**src/rtl/vga_timing_pkg.sv**
```systemverilog
`default_nettype none
// ============================================================================
// Module      : vga_timing_pkg
// Description : Shared 640x480@60 timing constants, derived line/frame
//               totals, sync window bounds, counter type and the decode
//               record used by the VGA sync generator.
// Revision    : 1.0 - initial release
// ============================================================================
package vga_timing_pkg;

    // Default horizontal timing, in pixels
    localparam int c_H_VISIBLE = 640;
    localparam int c_H_FRONT   = 16;
    localparam int c_H_SYNC    = 96;
    localparam int c_H_BACK    = 48;

    // Default vertical timing, in lines
    localparam int c_V_VISIBLE = 480;
    localparam int c_V_FRONT   = 10;
    localparam int c_V_SYNC    = 2;
    localparam int c_V_BACK    = 33;

    // 100 MHz system clock cycles per 25 MHz pixel
    localparam int c_CLK_DIV   = 4;

    // Derived totals and sync windows (inclusive bounds)
    localparam int c_H_TOTAL      = c_H_VISIBLE + c_H_FRONT + c_H_SYNC + c_H_BACK;   // 800
    localparam int c_V_TOTAL      = c_V_VISIBLE + c_V_FRONT + c_V_SYNC + c_V_BACK;   // 525
    localparam int c_H_SYNC_START = c_H_VISIBLE + c_H_FRONT;                         // 656
    localparam int c_H_SYNC_END   = c_H_SYNC_START + c_H_SYNC - 1;                   // 751
    localparam int c_V_SYNC_START = c_V_VISIBLE + c_V_FRONT;                         // 490
    localparam int c_V_SYNC_END   = c_V_SYNC_START + c_V_SYNC - 1;                   // 491

    // All position arithmetic is unsigned 10-bit
    localparam int c_CNT_W = 10;
    typedef logic [c_CNT_W-1:0] count_t;

    // One decoded pixel position, registered as a unit so every output
    // field leaves the block on the same edge.
    typedef struct packed {
        logic   hs;
        logic   vs;
        logic   videoOn;
        count_t x;
        count_t y;
    } syncDecode_t;

    // Inclusive range test on counter values
    function automatic logic inRange(input count_t val, input count_t lo, input count_t hi);
        return (val >= lo) && (val <= hi);
    endfunction

    // Index of the last position given the four segment lengths
    function automatic count_t lastIndex(input int vis, input int front, input int sync, input int back);
        return count_t'(vis + front + sync + back - 1);
    endfunction

endpackage
`default_nettype wire

```
**src/rtl/pix_tick_gen.sv**
```systemverilog
`default_nettype none
// ============================================================================
// Module      : pix_tick_gen
// Description : Pixel-rate strobe generator. A divider counts 0..CLK_DIV-1
//               and wraps; the strobe is registered so it is high exactly
//               on the cycles where the divider holds CLK_DIV-1.
// Ports       : clk       - system clock, rising edge
//               rst       - synchronous active-high reset
//               o_pixTick - one-cycle strobe per pixel period
// Revision    : 1.0 - initial release
// ============================================================================
module pix_tick_gen #(
    parameter int CLK_DIV = 4
)(
    input  logic clk,
    input  logic rst,
    output logic o_pixTick
);

    localparam int c_DIV_W = (CLK_DIV > 1) ? $clog2(CLK_DIV) : 1;
    localparam logic [c_DIV_W-1:0] c_DIV_LAST = c_DIV_W'(CLK_DIV - 1);

    logic [c_DIV_W-1:0] r_div;
    logic [c_DIV_W-1:0] w_divNext;

    always_comb begin
        w_divNext = (r_div == c_DIV_LAST) ? '0 : r_div + c_DIV_W'(1);
    end

    // The strobe is computed from the next divider value so that the
    // registered strobe lines up with the registered divider.
    always_ff @(posedge clk) begin
        if (rst) begin
            r_div     <= '0;
            o_pixTick <= 1'b0;
        end else begin
            r_div     <= w_divNext;
            o_pixTick <= (w_divNext == c_DIV_LAST);
        end
    end

endmodule
`default_nettype wire

```
**src/rtl/vga_sync_gen.sv**
```systemverilog
`default_nettype none
// ============================================================================
// Module      : vga_sync_gen
// Description : VGA horizontal/vertical sync generator with colour blanking.
//               Pixel-rate h/v counters are decoded into active-low syncs,
//               visible-area flag and position; every output is registered
//               one Clk_100M after the counter update and mutually aligned.
// Ports       : Clk_100M    - sole clock, rising edge
//               reset       - synchronous active-high reset
//               COLOUR_IN   - 4:4:4 RGB pixel colour from the renderer
//               HS, VS      - active-low horizontal / vertical sync
//               COLOUR_OUT  - blanked colour to the DAC
//               pixel_x/y   - current column / line
//               video_on    - visible-area flag
//               pix_tick    - one-cycle strobe per pixel period
//               frame_start - one-cycle pulse at the first (0,0) output
// Revision    : 1.0 - initial release
// ============================================================================
module vga_sync_gen
    import vga_timing_pkg::*;
#(
    parameter int H_VISIBLE = c_H_VISIBLE,
    parameter int H_FRONT   = c_H_FRONT,
    parameter int H_SYNC    = c_H_SYNC,
    parameter int H_BACK    = c_H_BACK,
    parameter int V_VISIBLE = c_V_VISIBLE,
    parameter int V_FRONT   = c_V_FRONT,
    parameter int V_SYNC    = c_V_SYNC,
    parameter int V_BACK    = c_V_BACK,
    parameter int CLK_DIV   = c_CLK_DIV
)(
    input  logic        Clk_100M,
    input  logic        reset,
    input  logic [11:0] COLOUR_IN,
    output logic        HS,
    output logic        VS,
    output logic [11:0] COLOUR_OUT,
    output logic [9:0]  pixel_x,
    output logic [9:0]  pixel_y,
    output logic        video_on,
    output logic        pix_tick,
    output logic        frame_start
);

    // Timing bounds for this instance, in counter width
    localparam count_t c_H_LAST   = lastIndex(H_VISIBLE, H_FRONT, H_SYNC, H_BACK);
    localparam count_t c_V_LAST   = lastIndex(V_VISIBLE, V_FRONT, V_SYNC, V_BACK);
    localparam count_t c_H_VIS    = count_t'(H_VISIBLE);
    localparam count_t c_V_VIS    = count_t'(V_VISIBLE);
    localparam count_t c_HS_START = count_t'(H_VISIBLE + H_FRONT);
    localparam count_t c_HS_END   = count_t'(H_VISIBLE + H_FRONT + H_SYNC - 1);
    localparam count_t c_VS_START = count_t'(V_VISIBLE + V_FRONT);
    localparam count_t c_VS_END   = count_t'(V_VISIBLE + V_FRONT + V_SYNC - 1);

    logic        w_pixTick;
    count_t      r_hCount;
    count_t      r_vCount;
    logic        r_frameWrap;
    logic        w_hLast;
    logic        w_vLast;
    syncDecode_t w_dec;

    pix_tick_gen #(
        .CLK_DIV   (CLK_DIV)
    ) u_pixTickGen (
        .clk       (Clk_100M),
        .rst       (reset),
        .o_pixTick (w_pixTick)
    );

    assign pix_tick = w_pixTick;
    assign w_hLast  = (r_hCount == c_H_LAST);
    assign w_vLast  = (r_vCount == c_V_LAST);

    // ------------------------------------------------------------------
    // Position counters. r_frameWrap marks the single cycle in which the
    // counters have just wrapped from the last position back to (0,0);
    // it is never set by reset, so the post-reset frame raises no pulse.
    // ------------------------------------------------------------------
    always_ff @(posedge Clk_100M) begin
        if (reset) begin
            r_hCount    <= '0;
            r_vCount    <= '0;
            r_frameWrap <= 1'b0;
        end else begin
            r_frameWrap <= w_pixTick && w_hLast && w_vLast;
            if (w_pixTick) begin
                if (w_hLast) begin
                    r_hCount <= '0;
                    r_vCount <= w_vLast ? '0 : r_vCount + count_t'(1);
                end else begin
                    r_hCount <= r_hCount + count_t'(1);
                end
            end
        end
    end

    // ------------------------------------------------------------------
    // Decode of the current counter position
    // ------------------------------------------------------------------
    always_comb begin
        w_dec         = '0;
        w_dec.hs      = ~inRange(r_hCount, c_HS_START, c_HS_END);
        w_dec.vs      = ~inRange(r_vCount, c_VS_START, c_VS_END);
        w_dec.videoOn = (r_hCount < c_H_VIS) && (r_vCount < c_V_VIS);
        w_dec.x       = r_hCount;
        w_dec.y       = r_vCount;
    end

    // ------------------------------------------------------------------
    // Output register: all outputs change on the same edge, so HS and VS
    // cannot glitch when the h and v wraps coincide.
    // ------------------------------------------------------------------
    always_ff @(posedge Clk_100M) begin
        if (reset) begin
            HS          <= 1'b1;
            VS          <= 1'b1;
            video_on    <= 1'b0;
            pixel_x     <= '0;
            pixel_y     <= '0;
            COLOUR_OUT  <= 12'h000;
            frame_start <= 1'b0;
        end else begin
            HS          <= w_dec.hs;
            VS          <= w_dec.vs;
            video_on    <= w_dec.videoOn;
            pixel_x     <= w_dec.x;
            pixel_y     <= w_dec.y;
            COLOUR_OUT  <= w_dec.videoOn ? COLOUR_IN : 12'h000;
            frame_start <= r_frameWrap;
        end
    end

endmodule
`default_nettype wire

```
**config.mk**
```make
export PLATFORM = sky130hd
export DESIGN_NAME = vga_sync_gen
export DESIGN_NICKNAME = d
export VERILOG_FILES = /design/src/rtl/vga_timing_pkg.sv /design/src/rtl/pix_tick_gen.sv /design/src/rtl/vga_sync_gen.sv
export SDC_FILE = /design/constraint.sdc
export NUM_CORES = 1
export LEC_CHECK = 0
export ABC_AREA = 1
export CORE_MARGIN = 1
export CORE_UTILIZATION = 35
export CTS_BUF_LIST = sky130_fd_sc_hd__clkbuf_4
export DETAILED_ROUTE_END_ITERATION = 10
export HOLD_SLACK_MARGIN = 0.15
export MAX_ROUTING_LAYER = met4
export PLACE_DENSITY_LB_ADDON = 0.08
export RECOVER_POWER = 50
export SLEW_MARGIN = 20
export SYNTH_ARGS = -nofsm -noshare
export SYNTH_HDL_FRONTEND = slang
export SYNTH_HIERARCHICAL = 1
export SYNTH_SLANG_ARGS = --single-unit
export TNS_END_PERCENT = 10
```
**constraint.sdc**
```tcl
create_clock -name Clk_100M -period 2.5 [get_ports Clk_100M]
set_clock_uncertainty 0.1 [all_clocks]
set_input_delay 0.375 -clock Clk_100M [delete_from_list [all_inputs] [get_ports Clk_100M]]
set_output_delay 0.375 -clock Clk_100M [all_outputs]
set_load 0.01 [all_outputs]
```
==> results <==
- The fmax is 486 MHz.
- Dividing total power by cell area gives a power density of 576 mW/mm2.
- The level count of the clock H-tree is 3.
- TritonCTS built the clock tree.
- The final-stage net count is 363.
- The height of the die is 83.6 um.
- STA classifies the critical path startpoint as a flop.
- Counting tap cells, the placed design contains a total of 408 instances.
- The number of top-level pins is 51.
- The longest clock path from root to sink contains 2 buffers.
- In the final routed layout, each cell accounts on average for 11.3 um.
- The critical path buffer and inverter count is 1.
- After detailed routing, the total wire length is 4780 um.
- The count of filler cells inserted in the layout is 646.
- The placer's final routability congestion estimate is 0.848.
- By instance count, the leading cell after synthesis is dfxtp_1.
- Max-cap violations in this run came to 0.
- In this run, distinct cell masters in the synthesized netlist total 33.
- After synthesis, the share of flip-flops with an asynchronous set or reset is 0%.
- The biggest area contributor in the post-synthesis netlist is dfxtp_1.
- Setup violations remaining at the end of the flow were counted as 0.
- The remaining antenna violation count is 0.
- The per-cell via count in the routed design is 4.38.
- The sum of negative setup slack is 0 ps.
- The global routing usage on met2 is 21.4%.
- In the routed design, unresolved DRC markers number 0.
- After routing the design area is 0.00302 mm2.
- The synthesized netlist occupies a cell area of 0.00233 mm2.
- The global-route track usage on met3 is 4.65%.
- Across every metal layer, demand over resource in global routing totals 15.4%.
- The final worst-path cycle share is 82.3%.
- The gate family responsible for the most delay along the worst path is buffers and inverters.
- After floorplanning, the core was sized to cover 0.00639 mm2.
- Summing the sequential cell areas from Yosys gives 51.5% of the chip area.
- The number of gates resized after CTS was 0.
- The area growth from synthesis to layout is 29.4%.
- The non-filler instance count after layout is 424.
- Cells with a size suffix above 1 make up 12.1% of the layout.
- The signal on the critical path passes through clkdlybuf4s50_1.
- For this design, the CTS-stage hold fixing added 0 buffers.
- The clock root buffer master is clkbuf_4.
- The die area is 0.00699 mm2.
- For this run, the leading register cell type out of synthesis is dfxtp_1.
- By area the synthesized netlist is led by dfxtp_1, nor2_1, inv_1.
- The violation count after the first detailed-route iteration is 71.
- The most used routing layer is met2.
- Ranked by instance count, the synthesized netlist is headed by dfxtp_1, nor2_1, inv_1, nand2_1, nand3_1.
- Summed over all cells, the static leakage comes to 0.00127 uW.
- The number of nets handed over by synthesis was 307.
- The largest stage delay on the critical path is 620 ps.
- IR analysis of the VDD net gives a maximum drop of 357 uV.
- For the worst setup path, the data required time is 2030 ps.
- The repair_antennas step left the layout with diodes totalling 0.
- The count of synthesis-stage warnings from yosys is 6.
- The run finished with clean final reports.
- The CTS sink count is 60.
- The count of pins over their slew limit came to 0.
- The width of the chip is 83.6 um.
- The instance area at placement is 0.00291 mm2.
- The slew at the pin closest to its max-slew limit is 644 ps.
- In this run, synthesis inferred 0 flip-flops with an integrated enable.
- The first global-routing pass estimated 8080 um of wire.
- The number of iterations in the first detailed-routing pass is 4.
- The critical path class is flop to primary output.
- The worst path arrival time is 1580 ps.
- The number of buffers created by CTS is 9.
- The number of buffers inserted by port buffering is 50.
- The number of cells produced by synthesis is 286.
- The final route contains 1856 vias.
- In this run the post-CTS setup repair buffer count came out at 0.
- Summed over all nets, the half-perimeter wirelength after detailed placement is 3350 um.
- The latest clock arrival within the worst-skew pair is 400 ps.
- The floorplan row count is 29.
- The routed design could run at a clock period as short as 2060 ps.
- The total grt overflow is 0.
- Setup repair after global routing left no endpoint under its margin.
- Entering global routing, the biggest net connects 33 pins.
- Measured against its own limit, the worst slew margin works out to 57.1%.
- The final hold violation count was 0.
- The peak fanout along the critical path is 9.
- After clock tree synthesis, the clock-pin slew on the worst setup and hold paths is 110 ps.
- The met1 usage is 19.6%.
- After synthesis the netlist holds a flip-flop and latch count of 60.
- The min-delay analysis places its worst path in the category flop to flop.
- For this configuration, the core starts out at a cell density of 36.5%.
- The top-area cell type share of the netlist area is 51.5%.
- The element type at the critical path end is a primary output.
- Each instance of the synthesized netlist takes up on average 8.15 um2.
- The initial antenna violation count is 0.
- The worst-path cell with the longest stage delay is clkdlybuf4s50_1.
- The number of global-route vias before repair was 1712.
==> placed cells by master (no fill, tap or decap), types with 2 or more instances in the layout <==
cell type,instances
a21oi_1,11
dfxtp_1,60
nor2_2,6
clkinvlp_4,3
nor3_1,3
o21ai_1,2
xor2_1,5
inv_2,6
inv_1,44
nand4_1,6
clkinv_2,5
nand3_1,15
nand2_1,39
clkdlybuf4s50_1,49
nor2_1,55
clkbuf_4,9
nand2_2,5
ha_1,7
==> tightest hold or removal path, delay by kind of cell, from the launching register on <==
family        cells  cell delay (ps)
simple gates      1               40
flops             1              310
buf+inv           1               40
==> state kept, by name, summed over array words and instances (netlist names), 2 cells and up <==
name	flops
COLOUR_OUT	12
pixel_x	10
pixel_y	10
r_hCount	10
r_vCount	10
u_pixTickGen/r_div	2
==> final cells by class <==
class                   instances  area, um2  share of cell area (%)
clock buffers                   9       67.6                    2.24
well taps                      77       96.3                    3.19
repair buffers                 51        505                    16.7
flip-flops and latches         60       1200                    39.8
clock inverters                 7       67.6                    2.24
inverters                      52        198                    6.55
multi-input cells             168        882                    29.2
==> where the power goes <==
part | internal [uW] | total (uW) | switching, uW
Sequential | 973 | 984 | 10.1
Clock | 299 | 661 | 362
Combinational | 49.8 | 93.3 | 43.5
Total | 1320 | 1740 | 415
==> per-stage QoR <==
step | worst slack, ps | hold WS [ps] | util [%] | total power (uW)
finish | 442 | 329 | 47.3 | 1740
global placement | 501 | 320 | 45.5 | 1100
detailed placement | 433 | 316 | 45.5 | 1100
CTS | 366 | 337 | 47.6 | 1770
floorplan | 1150 | 288 | - | 1050
global route | 367 | 344 | 47.3 | 1830
==> kinds of logic after synthesis <==
logic type / Yosys count / synth area share (%)
AND/OR/NAND/NOR: 138 / 28.9
flip-flops: 60 / 51.5
buffers and inverters: 58 / 9.71
AO/OA/AOI/OAI: 18 / 4.24
adder cells (fa/ha/maj): 7 / 3.76
XOR/XNOR: 5 / 1.88
==> metal layers <==
metal	part of all wire, %	wire length [um]	up-vias
met4	2.2	104	0
met1	49	2340	813
met2	44	2110	43
li1	-	-	990
met3	4.6	222	10
met5	0	0	-
==> worst paths after layout <==
path	slack, ps	startpoint	end	depth (start not counted)
hold / removal	330	r_frameWrap$_SDFF_PP0_	frame_start$_SDFF_PP0_	2
hold reg to reg	330	r_frameWrap$_SDFF_PP0_	frame_start$_SDFF_PP0_	2
setup / recovery	440	u_pixTickGen/o_pixTick$_SDFF_PP0_	pix_tick	1
setup reg to reg	780	r_hCount[0]$_SDFFE_PP0P_	r_hCount[9]$_SDFFE_PP0P_	8
Power figures use the tool's default switching activity.
==> RTL change 1, RTL diff (same settings) <==
Take the reset off `pixel_x` and `pixel_y` and load them in a clocked block of their own.
--- a/src/rtl/vga_sync_gen.sv
+++ b/src/rtl/vga_sync_gen.sv
@@ -116,21 +116,22 @@
             HS          <= 1'b1;
             VS          <= 1'b1;
             video_on    <= 1'b0;
-            pixel_x     <= '0;
-            pixel_y     <= '0;
             COLOUR_OUT  <= 12'h000;
             frame_start <= 1'b0;
         end else begin
             HS          <= w_dec.hs;
             VS          <= w_dec.vs;
             video_on    <= w_dec.videoOn;
-            pixel_x     <= w_dec.x;
-            pixel_y     <= w_dec.y;
             COLOUR_OUT  <= w_dec.videoOn ? COLOUR_IN : 12'h000;
             frame_start <= r_frameWrap;
         end
     end
 
+    always_ff @(posedge Clk_100M) begin
+        pixel_x <= w_dec.x;
+        pixel_y <= w_dec.y;
+    end
+
 endmodule
 `default_nettype wire
 
Check against the original RTL: differs if reset is asserted again (counterexample within 10 cycles, from zero or initial values and one cycle with reset high); with reset held inactive, the same outputs for 10 cycles.
==> RTL change 1 against the original RTL <==
- synthesized cell count fell by 10%
- power rose by 5.4%
- wire length down 11%
- sequential cell count unchanged
- area after synthesis shrank 6.4%
- worst setup slack lost 12 ps
- die area is 6.3% lower
- cell area fell by 4.1%
- critical path type unchanged
==> RTL change 1: results (changes against the original RTL) <==
[run_status]
status = finished clean

[placement]
place_area_um2 = 2750  ; -5.6%
dp.cells = 377  ; -7.6%
numPortBuffers = 50  ; unchanged
place_congestion = 0.784  ; -7.6%
dp_hpwl_um = 3010  ; -10%

[grt]
grt_use_met1_pct = 19.5  ; -0.079 points
grt_pass1_wl_um = 7280  ; -9.9%
met2_usage_pct = 21.9  ; +0.50 points
grt_pass1_vias = 1581  ; -7.7%
grt_usage_pct = 15.5  ; +0.12 points
met3_usage_pct = 3.93  ; -0.72 points
grt_max_degree = 17  ; -48%

[worst_setup_path]
cp-endpoint = pix_tick
r2r_slack_ps = 670  ; -110 ps
slowest_stage = clkdlybuf4s50_1
reg2reg_to = r_vCount[1]
worst-path-max-fanout = 10  ; +1
cp_slowest_stage_delay_ps = 620  ; about the same
ff2ff_path_depth = 8  ; unchanged
arrival_ps = 1590
crit_family = buffers and inverters

[finish]
nets = 334  ; -8.0%
layout-drive-gt1-share_pct = 8.81  ; -3.3 points
stdcell_count = 393  ; -7.3%
nFillCells = 614  ; -5.0%

[power]
ir_drop_v = 0.000318  ; -11%
power.switching_uw = 394  ; -5.1%
leakage_nw = 1.20  ; -6.1%
p_clk_uw = 748  ; +13%
seqPwrFrac_pct = 53.9  ; -2.7 points
power.density_nw_per_um2 = 633  ; +9.9%

[cts]
ctsHtreeMaxLevel = 3  ; unchanged
clkTransAtPathRegs_ps = 90  ; -20 ps
clockBufferDepth = 2  ; unchanged
insertion_delay_ps = 390
root_buffer = clkbuf_4

[drt]
drt-total-wl_um = 4270  ; -11%
firstDrtPassIters = 4  ; unchanged
drt_iter0_markers = 108  ; +52%
dr_wl_met2_um = 1750  ; -17%
vias_per_cell = 4.31  ; -1.6%
wl_met3_um = 299  ; +35%
dr.max_layer_used = met4
wl_met1_um = 2120  ; -9.7%

[worst_hold_path]
hold_end = pixel_x[9]
hold_depth = 0  ; -2
worstHoldStart = r_hCount[9]

[logic_synthesis]
ys_top_cells_by_area = dfxtp_1, inv_1, nand2_1
yosysUniqueCellTypes = 29  ; -12%
syn_nets = 278  ; -9.4%
netlist_instances = 257  ; -10%
netlist_top_cells_count = dfxtp_1, inv_1, nand2_1
yosysWarningCount = 6  ; unchanged
ys_seq_area_share_pct = 55.0  ; +3.5 points
synthFlopType = dfxtp_1

[timing]
hold-worst-slack_ps = 283  ; -46.6 ps
worst_pin_slew_ps = 477  ; -167 ps

==> RTL change 1: cell types whose count changed in the layout (fill, tap and decap cells not counted), sizes merged, moves of 3 or more <==
cell           unedited run  this run
clkdlybuf4s50            49        44
dlygate4sd3               1         6
inv                      50        44
nor3                      5         2
nor2                     62        46
==> RTL change 1: through the flow <==
step	total power, mW	setup slack (ps)
finish	1.83	430
global route	1.92	350
CTS	1.86	401
detailed placement	1.11	677
global placement	1.11	651
floorplan	1.05	1020
==> RTL change 1: area by class of cell <==
| type | count | share of cell area, % |
|---|---|---|
| inverters | 44 | 5.80 |
| multi-input cells | 146 | 26.6 |
| clock buffers | 10 | 2.60 |
| repair buffers | 52 | 17.6 |
| clock inverters | 6 | 2.72 |
| well taps | 75 | 3.24 |
| flip-flops and latches | 60 | 41.5 |
==> RTL change 1: cells by family after synthesis <==
group | share of synthesized area, %
AOI/OAI and AO/OA | 5.56
xor gates and xnor gates | 2.01
adders and majority gates | 4.01
buffers and inverters | 9.75
DFF | 55.0
and+or+nand+nor | 23.6
==> RTL change 2, RTL diff (same settings) <==
Without the edit above. The package constant `c_CLK_DIV` goes from 4 to 8.
--- a/src/rtl/vga_timing_pkg.sv
+++ b/src/rtl/vga_timing_pkg.sv
@@ -21,7 +21,7 @@
     localparam int c_V_BACK    = 33;
 
     // 100 MHz system clock cycles per 25 MHz pixel
-    localparam int c_CLK_DIV   = 4;
+    localparam int c_CLK_DIV   = 8;
 
     // Derived totals and sync windows (inclusive bounds)
     localparam int c_H_TOTAL      = c_H_VISIBLE + c_H_FRONT + c_H_SYNC + c_H_BACK;   // 800
Formal check against the unedited RTL: not equivalent (a bounded check fails within 4 cycles, from zero or initial values and one cycle with reset high).
==> RTL change 2 against the original RTL <==
- the flow now finishes with violations (DRC)
- worst setup slack improved by 0.91 ps
- critical path type unchanged
- wire length decreased by 1.3%
- power increased by 6.0%
- cell area increased by 2.1%
- first-iteration DRC count decreased by 17%
- sequential share of layout area decreased by 0.16 points
- clock power increased by 15%
- maximum frequency about the same
- via count increased by 2.4%
- combinational power decreased by 8.1%
- area after synthesis increased by 1.6%
- sequential cell count increased by 1
==> RTL change 2: results (changes against the original RTL) <==
[run_status]
status = complete, but fails checks
violations = DRC

[logic_synthesis]
netlist_instances = 290  ; +1.4%
ys_seq_area_share_pct = 51.5  ; about the same
synth_compound_area_share_pct = 4.17  ; -0.067 points
ys_top_cells_by_area = dfxtp_1, nor2_1, inv_1
netlist_top_cells_count = dfxtp_1, nor2_1, inv_1
syn_nets = 312  ; +1.6%
synth-xor-area-share_pct = 1.85  ; -0.030 points
synth_fa_ha_area_share_pct = 4.22  ; +0.47 points

[finish]
nets = 369  ; +1.7%
regMostFlops = COLOUR_OUT
layout-drive-gt1-share_pct = 11.1  ; -1.0 points

[placement]
post-place-ws_ps = 519  ; +86.4 ps
place_area_um2 = 2950  ; +1.5%
dp_hpwl_um = 3380  ; +0.85%
dp.cells = 413  ; +1.2%
place_congestion = 0.797  ; -6.0%

[drt]
firstDrtPassIters = 7  ; +3
drt-total-wl_um = 4720  ; -1.3%
wire_per_inst_um = 11.0  ; -2.5%
vias_per_cell = 4.43  ; +1.2%
drt_iter0_markers = 59  ; -17%
route.detailed.drc = 10  ; +10
wl_met1_um = 2240  ; -4.7%
wl_met3_um = 210  ; -5.4%

[power]
ir_drop_v = 0.000245  ; -31%
leakage_nw = 1.31  ; +2.9%
power.switching_uw = 408  ; -1.7%

[grt]
grt_pass1_wl_um = 8220  ; +1.7%
met3_usage_pct = 4.72  ; +0.071 points
grt_use_met1_pct = 18.1  ; -1.5 points
grt_pass1_vias = 1830  ; +6.9%
met2_usage_pct = 23.7  ; +2.3 points
grt_max_degree = 22  ; -33%
grt_usage_pct = 15.3  ; -0.037 points

[timing]
hold-worst-slack_ps = 329  ; -0.311 ps
post-route-min-period_ps = 2060  ; -0.907 ps
worst_pin_slew_ps = 900  ; +256 ps

[worst_hold_path]
hold_depth = 2  ; unchanged

[worst_setup_path]
r2r_slack_ps = 740  ; -40 ps
slowest_stage = clkdlybuf4s50_1

-- RTL change 2: logic make-up after synthesis --
| group | after synthesis |
|---|---|
| and+or+nand+nor | 140 |
| AOI/OAI and AO/OA | 18 |
| DFF | 61 |
| adders and majority gates | 8 |
| buffers and inverters | 58 |
| xor gates and xnor gates | 5 |
-- RTL change 2: cell type report --
cell class / instances / area [um^2]
Clock buffer: 9 / 67.6
Clock inverter: 7 / 90.1
Fill cell: 647 / 3380
Inverter: 52 / 198
Multi-Input combinational cell: 171 / 900
Sequential cell: 61 / 1220
Tap cell: 77 / 96.3
Timing Repair Buffer: 52 / 508
-- RTL change 2: power groups by stage --
stage	sequential, mW	combinational, mW	clock [mW]
2_1_floorplan	1.02	0.0322	0
3_3_place_gp	1.01	0.0897	0
3_5_place_dp	1.02	0.0904	0
4_1_cts	0.993	0.0909	0.800
5_1_grt	0.995	0.0965	0.843
6_report	0.993	0.0857	0.763
